<file path="src/rtl/fifo_arb_pkg.sv">
`timescale 1ns/1ps
// fifo_arb_pkg
// Shared types and constants for the FIFO write-port arbiter.
//   fifo_arb_state_t    : arbiter FSM states
//   FIFO_ARB_CNT_BITS   : width of the optional statistics counters
//   FIFO_ARB_N_REQ_MIN/MAX : supported requester count range
//   BYTE_BITS           : default data width (matches the FIFO COLS)
//   sat_inc()           : saturating increment for the statistics counters
package fifo_arb_pkg;

  typedef enum logic [1:0] {
    IDLE      = 2'd0,
    ISSUE     = 2'd1,
    WAIT_DONE = 2'd2
  } fifo_arb_state_t;

  localparam int FIFO_ARB_CNT_BITS  = 16;
  localparam int FIFO_ARB_N_REQ_MIN = 2;
  localparam int FIFO_ARB_N_REQ_MAX = 8;
  localparam int BYTE_BITS          = 8;

  function automatic logic [FIFO_ARB_CNT_BITS-1:0] sat_inc(
    input logic [FIFO_ARB_CNT_BITS-1:0] v
  );
    return (&v) ? v : v + FIFO_ARB_CNT_BITS'(1);
  endfunction

endpackage

</file>
<file path="src/rtl/rr_picker.sv">
`timescale 1ns/1ps
// rr_picker
// Combinational round-robin picker: returns the first valid index after
// last_grant, scanning cyclically.
// Ports:
//   valid      in  [N]  : request vector
//   last_grant in  [IW] : index granted most recently
//   any        out      : at least one request is valid
//   winner     out [IW] : chosen index (0 when nothing is valid)
module rr_picker #(
  parameter int N  = 4,
  parameter int IW = (N > 1) ? $clog2(N) : 1
) (
  input  logic [N-1:0]  valid,
  input  logic [IW-1:0] last_grant,
  output logic          any,
  output logic [IW-1:0] winner
);

  logic          found;
  logic [IW-1:0] idx;

  always_comb begin
    any    = |valid;
    winner = '0;
    found  = 1'b0;
    idx    = '0;
    for (int k = 1; k <= N; k++) begin
      idx = IW'((int'(last_grant) + k) % N);
      if (!found && valid[idx]) begin
        winner = idx;
        found  = 1'b1;
      end
    end
  end

endmodule

</file>
<file path="src/rtl/fifo_write_arbiter.sv">
`timescale 1ns/1ps
// fifo_write_arbiter
// Round-robin arbiter sharing the single FIFO write port among N_REQ
// producers. Owns the wr_trigger / wr_rdy / wr_done handshake, holds off
// while the FIFO is full and aborts a hung write after TIMEOUT_CYCLES.
// Ports:
//   clk, reset, clk_en          : clock, async active-high reset, enable
//   req_valid/req_data/req_ack  : producer side (data packed, slice i = req i)
//   fifo_wr_trigger/fifo_wr_data: to FIFO write port
//   fifo_wr_rdy/fifo_wr_done/fifo_is_full : from FIFO
//   err_timeout                 : one-cycle pulse, current write aborted
//   busy                        : FSM not in IDLE
// Optional build macro FIFO_ARB_STATS_EN adds grant_count (per requester)
// and timeout_count saturating counters.
//
// state     | meaning
// ----------+-------------------------------------------------------
// IDLE      | no write in flight; arbitrate when FIFO ready, not full
// ISSUE     | trigger high, waiting for FIFO to drop wr_rdy
// WAIT_DONE | trigger low, waiting for wr_done or wr_rdy rising
module fifo_write_arbiter
  import fifo_arb_pkg::*;
#(
  parameter int N_REQ          = 4,
  parameter int COLS           = BYTE_BITS,
  parameter int TIMEOUT_CYCLES = 64
) (
  input  logic                  clk,
  input  logic                  reset,
  input  logic                  clk_en,
  input  logic [N_REQ-1:0]      req_valid,
  input  logic [N_REQ*COLS-1:0] req_data,
  output logic [N_REQ-1:0]      req_ack,
  output logic                  fifo_wr_trigger,
  output logic [COLS-1:0]       fifo_wr_data,
  input  logic                  fifo_wr_rdy,
  input  logic                  fifo_wr_done,
  input  logic                  fifo_is_full,
  output logic                  err_timeout,
  output logic                  busy
`ifdef FIFO_ARB_STATS_EN
  ,
  output logic [N_REQ*FIFO_ARB_CNT_BITS-1:0] grant_count,
  output logic [FIFO_ARB_CNT_BITS-1:0]       timeout_count
`endif
);

  localparam int IDX_W = (N_REQ > 1) ? $clog2(N_REQ) : 1;
  localparam int TMO_W = $clog2(TIMEOUT_CYCLES);
  // Down-counter terminal count at zero lands the abort on the edge where
  // the elapsed enabled-cycle count since the grant reaches TIMEOUT_CYCLES-1.
  localparam logic [TMO_W-1:0] TMO_LOAD = TMO_W'(TIMEOUT_CYCLES - 2);

  fifo_arb_state_t   state;
  logic [IDX_W-1:0]  grant;
  logic [IDX_W-1:0]  last_grant;
  logic [TMO_W-1:0]  tmo_cnt;
  logic              rdy_q;
  logic              pick_any;
  logic [IDX_W-1:0]  pick_idx;
  logic [COLS-1:0]   pick_data;
  logic              wr_finish;
  logic              tmo_hit;

  rr_picker #(
    .N  (N_REQ),
    .IW (IDX_W)
  ) u_picker (
    .valid      (req_valid),
    .last_grant (last_grant),
    .any        (pick_any),
    .winner     (pick_idx)
  );

  always_comb begin
    pick_data = '0;
    for (int i = 0; i < N_REQ; i++) begin
      if (pick_idx == IDX_W'(i)) pick_data = req_data[i*COLS +: COLS];
    end
  end

  // rdy_q only advances on enabled edges, so a wr_rdy rise that happens
  // while clk_en is low is still seen as a rise on the next enabled edge.
  assign wr_finish = (state == WAIT_DONE) &&
                     (fifo_wr_done || (fifo_wr_rdy && !rdy_q));
  // A completion seen on the same edge as the terminal count wins.
  assign tmo_hit   = (state != IDLE) && !wr_finish && (tmo_cnt == '0);

  always_ff @(posedge clk or posedge reset) begin
    if (reset) begin
      state           <= IDLE;
      grant           <= '0;
      last_grant      <= IDX_W'(N_REQ - 1);
      tmo_cnt         <= '0;
      rdy_q           <= 1'b0;
      req_ack         <= '0;
      fifo_wr_trigger <= 1'b0;
      fifo_wr_data    <= '0;
      err_timeout     <= 1'b0;
      busy            <= 1'b0;
    end else if (clk_en) begin
      req_ack     <= '0;
      err_timeout <= 1'b0;
      rdy_q       <= fifo_wr_rdy;
      case (state)
        IDLE: begin
          if (pick_any && !fifo_is_full && fifo_wr_rdy) begin
            grant           <= pick_idx;
            fifo_wr_data    <= pick_data;
            fifo_wr_trigger <= 1'b1;
            tmo_cnt         <= TMO_LOAD;
            busy            <= 1'b1;
            state           <= ISSUE;
          end
        end
        ISSUE, WAIT_DONE: begin
          if (wr_finish) begin
            req_ack    <= N_REQ'(1) << grant;
            last_grant <= grant;
            busy       <= 1'b0;
            state      <= IDLE;
          end else if (tmo_hit) begin
            err_timeout     <= 1'b1;
            fifo_wr_trigger <= 1'b0;
            last_grant      <= grant;
            busy            <= 1'b0;
            state           <= IDLE;
          end else begin
            tmo_cnt <= tmo_cnt - TMO_W'(1);
            if (state == ISSUE && !fifo_wr_rdy) begin
              fifo_wr_trigger <= 1'b0;
              state           <= WAIT_DONE;
            end
          end
        end
        default: begin
          fifo_wr_trigger <= 1'b0;
          busy            <= 1'b0;
          state           <= IDLE;
        end
      endcase
    end
  end

`ifdef FIFO_ARB_STATS_EN
  always_ff @(posedge clk or posedge reset) begin
    if (reset) begin
      grant_count   <= '0;
      timeout_count <= '0;
    end else if (clk_en) begin
      if (wr_finish) begin
        for (int i = 0; i < N_REQ; i++) begin
          if (grant == IDX_W'(i)) begin
            grant_count[i*FIFO_ARB_CNT_BITS +: FIFO_ARB_CNT_BITS] <=
              sat_inc(grant_count[i*FIFO_ARB_CNT_BITS +: FIFO_ARB_CNT_BITS]);
          end
        end
      end
      if (tmo_hit) timeout_count <= sat_inc(timeout_count);
    end
  end
`endif

endmodule

</file>
<file path="config.mk">
export PLATFORM = sky130hd
export DESIGN_NAME = fifo_write_arbiter
export DESIGN_NICKNAME = d
export VERILOG_FILES = /design/src/rtl/fifo_arb_pkg.sv /design/src/rtl/rr_picker.sv /design/src/rtl/fifo_write_arbiter.sv
export SDC_FILE = /design/constraint.sdc
export NUM_CORES = 1
export LEC_CHECK = 0
export CORE_MARGIN = 2
export CORE_UTILIZATION = 46
export CTS_CLUSTER_SIZE = 20
export DETAILED_ROUTE_END_ITERATION = 10
export GPL_TIMING_DRIVEN = 0
export PLACE_DENSITY = 0.8
export SLEW_MARGIN = 20
export SYNTH_ARGS = -nofsm -noshare
export SYNTH_HDL_FRONTEND = slang
export SYNTH_SLANG_ARGS = --single-unit
</file>
<file path="constraint.sdc">
create_clock -name clk -period 2.6 [get_ports clk]
set_input_delay 0.78 -clock clk [delete_from_list [all_inputs] [get_ports clk]]
set_output_delay 0.78 -clock clk [all_outputs]
set_load 0.01 [all_outputs]
</file>
==> impl_metrics.py <==
metrics = {
    "clock_tree": {
        "cts_setup_buffers": 0,
        "root_buffer": "clkbuf_8",
        "hold_buffers": 0,
        "cts_resized": 0,
        "insertion_delay_ps": 280,
        "cts_max_level": 1,
        "tritoncts": "yes",
        "cts.sinks": 28,
        "clk_path_buf_depth": 2,
        "clk_pin_slew_ps": 90,
        "cts_buffers": 3,
    },
    "die": {
        "die-area_um2": 4230,
        "core_um2": 3630,
        "rows": 22,
        "die_w_um": 65.0,
        "start_util": 0.471,
        "pin_count": 57,
        "fp.dieH_um": 65.0,
    },
    "synth": {
        "netlist_instances": 173,
        "netlist_area_um2": 1710,
        "synth_flop_cell": "dfrtp_1",
        "ys_warn_count": 0,
        "yosys-top-cells-area": "dfrtp_1 (38%), mux2i_1 (11%), ha_1 (4.4%)",
        "ys_ff_latch": 28,
        "yosys.area.top_type": "dfrtp_1",
        "synth_fp_nets": 221,
        "synthDistinctLibCells": 44,
        "synth_top_area_share": 0.380,
        "synth_edf_count": 0,
        "avgSynthCellArea_um2": 9.90,
        "ys_seq_area_frac": 0.411,
        "async_flop_share": 1.00,
    },
    "setup_path": {
        "cp_num_cells": 6,
        "path_max_fanout": 4,
        "rrSetupSlack_ps": 310,
        "crit_type": "input pin to register",
        "crit_end": "tmo_cnt[4]",
        "cp_top_family": "simple AND/OR/NAND/NOR gates",
        "path_cells": "clkdlybuf4s50_1 > nor2b_4 > o211ai_4 > or3b_1 > a211oi_1 > mux2i_1",
        "max_stage_delay_ps": 490,
        "cp.arrival_ps": 2650,
        "cp_num_buf_inv": 1,
        "required_ps": 2800,
        "startpoint_type": "input pin",
        "reg2reg_from": "state[0]",
        "cpMaxStageDelayCell": "clkdlybuf4s50_1",
        "crit_start": "fifo_wr_rdy",
        "reg2reg_depth": 7,
        "r2r_end": "tmo_cnt[4]",
        "endpoint_kind": "register",
    },
    "power_and_ir_drop": {
        "ir_drop_mv": 0.368,
        "leakagePower_nw": 1.01,
        "power.density_nw_per_um2": 750,
    },
    "timing": {
        "setup_viol": 0,
        "max_freq_ghz": 0.407,
        "tightest_slew_ps": 591,
        "hold_violations": 0,
        "maxSlewHeadroom": 0.606,
        "slew_violations": 0,
        "fin_crit_ps": 2450,
        "whs_ps": 497,
        "period_share": 0.944,
        "rsz0062_at_grt": "false",
        "finalSetupTns_ps": 0,
        "finClkSkew_ps": 3.17,
    },
    "routing": {
        "routed-wl-met3_um": 123,
        "drtIter0Drc": 69,
        "drt_pass1_iterations": 4,
        "drc": 0,
        "highest_layer": "met4",
        "route.met2.wl_um": 2070,
        "met1_length_um": 1810,
        "final_antenna_net_count": 0,
        "routed_wl_um": 4070,
        "vias_per_cell": 5.42,
        "wl_per_cell_um": 14.5,
        "vias": 1518,
    },
    "job": {
        "cap_viol_max_count": 0,
    },
    "global_route": {
        "grt_usage": 0.203,
        "grt_max_degree": 29,
        "antenna_found_initial": 0,
        "grt-ovfl-total": 0,
        "grt_pass1_wl_um": 6650,
        "grt_pass1_vias": 1486,
    },
    "place": {
        "dpl-instance-area_um2": 2330,
        "dp_hpwl_um": 3050,
        "numPortBuffers": 56,
        "globalplace.congestion": 0.809,
    },
    "cells_and_area": {
        "final_cell_mix": "clkdlybuf4s50_1 (56), dfrtp_1 (26), mux2i_1 (19)",
        "final_nets": 282,
        "n_antenna_cell": 0,
        "final_common_cell": "clkdlybuf4s50_1",
        "syn_to_final_growth_pct": 38.6,
        "stdcell_area_um2": 2370,
        "drive_gt1_frac": 0.103,
    },
    "hold_path": {
        "min_path_type": "register to register",
        "whs_path_depth": 2,
    },
    "outcome": {
        "status": "finished, final reports clean",
    },
}
[report_power, final]
group	leakage (nW)	internal, W	switching (W)	total [W]
sequential	0.341	0.000584	0.000112	0.000696
clock	0.0216	0.000104	0.000135	0.000239
combinational	0.646	0.000431	0.000415	0.000846
total	1.01	0.00112	0.000662	0.00178
[worst register-to-register path, cell delays in order (launching register included)]
cell and delay (ps):
dfrtp_1 420, inv_1 90, ha_1 290, clkbuf_1 250, o211ai_4 180, or3b_1 420
a211oi_1 300, mux2i_1 260
[logic make-up (layout without fill, tap and decap cells)]
kind of cell             count (synthesis)  after routing  synth area share
AO/OA/AOI/OAI                           38             38             0.172
adder cells (fa/ha/maj)                  6              6            0.0438
buffers and inverters                   20             79            0.0555
flip-flops                              28             28             0.411
multiplexers                            22             22             0.131
AND/OR/NAND/NOR                         59             59             0.187
[Yosys cell counts (all sizes together) (3+ instances only)]
cell	count
dfrtp	26
nand2	20
mux2i	19
inv	13
nor2	9
nor2b	8
o221ai	8
ha	6
o21ai	6
o22ai	6
a21oi	5
buf	5
nand3	5
nand4	4
mux2	3
nand2b	3
[flip-flops by register name (all words and copies together), names as in the netlist]
register	cells
fifo_wr_data	8
tmo_cnt	6
req_ack	4
grant	2
last_grant	2
state	2
busy	1
err_timeout	1
fifo_wr_trigger	1
rdy_q	1
[area by class of cell]
cell class / instances / area [µm²]
Clock buffer: 3 / 41.3
Fill cell: 312 / 1260
Timing Repair Buffer: 56 / 561
Sequential cell: 28 / 703
Multi-Input combinational cell: 125 / 915
Buffer: 7 / 46.3
Inverter: 13 / 48.8
Tap cell: 48 / 60.1
[routing by layer]
| metal | up-vias | GRT usage |
|---|---|---|
| met2 | 29 | 0.354 |
| li1 | 755 | - |
| met4 | 0 | 0.0703 |
| met5 | - | 0 |
| met3 | 5 | 0.0260 |
| met1 | 729 | 0.260 |
[how the worst min path moves through the flow]
stage               startpoint         endpoint  slack, ps
2_1_floorplan         grant[0]         grant[0]        480
3_3_place_gp   fifo_wr_data[7]  fifo_wr_data[7]        470
3_5_place_dp   fifo_wr_data[2]  fifo_wr_data[2]        470
4_1_cts        fifo_wr_data[2]  fifo_wr_data[2]        500
5_1_grt        fifo_wr_data[3]  fifo_wr_data[3]        530
6_report       fifo_wr_data[2]  fifo_wr_data[2]        500
[stage by stage]
stage               total power, W   util  worst slack [ps]  std cells
finish                     0.00178  0.654               146        280
global route               0.00192  0.654              40.4        280
CTS                        0.00180  0.654               131        280
detailed placement         0.00155  0.642              -136        277
global placement           0.00153  0.642             -94.6        277
floorplan                  0.00121      -               531        173
Note: power is estimated with default switching activity, not from simulation.
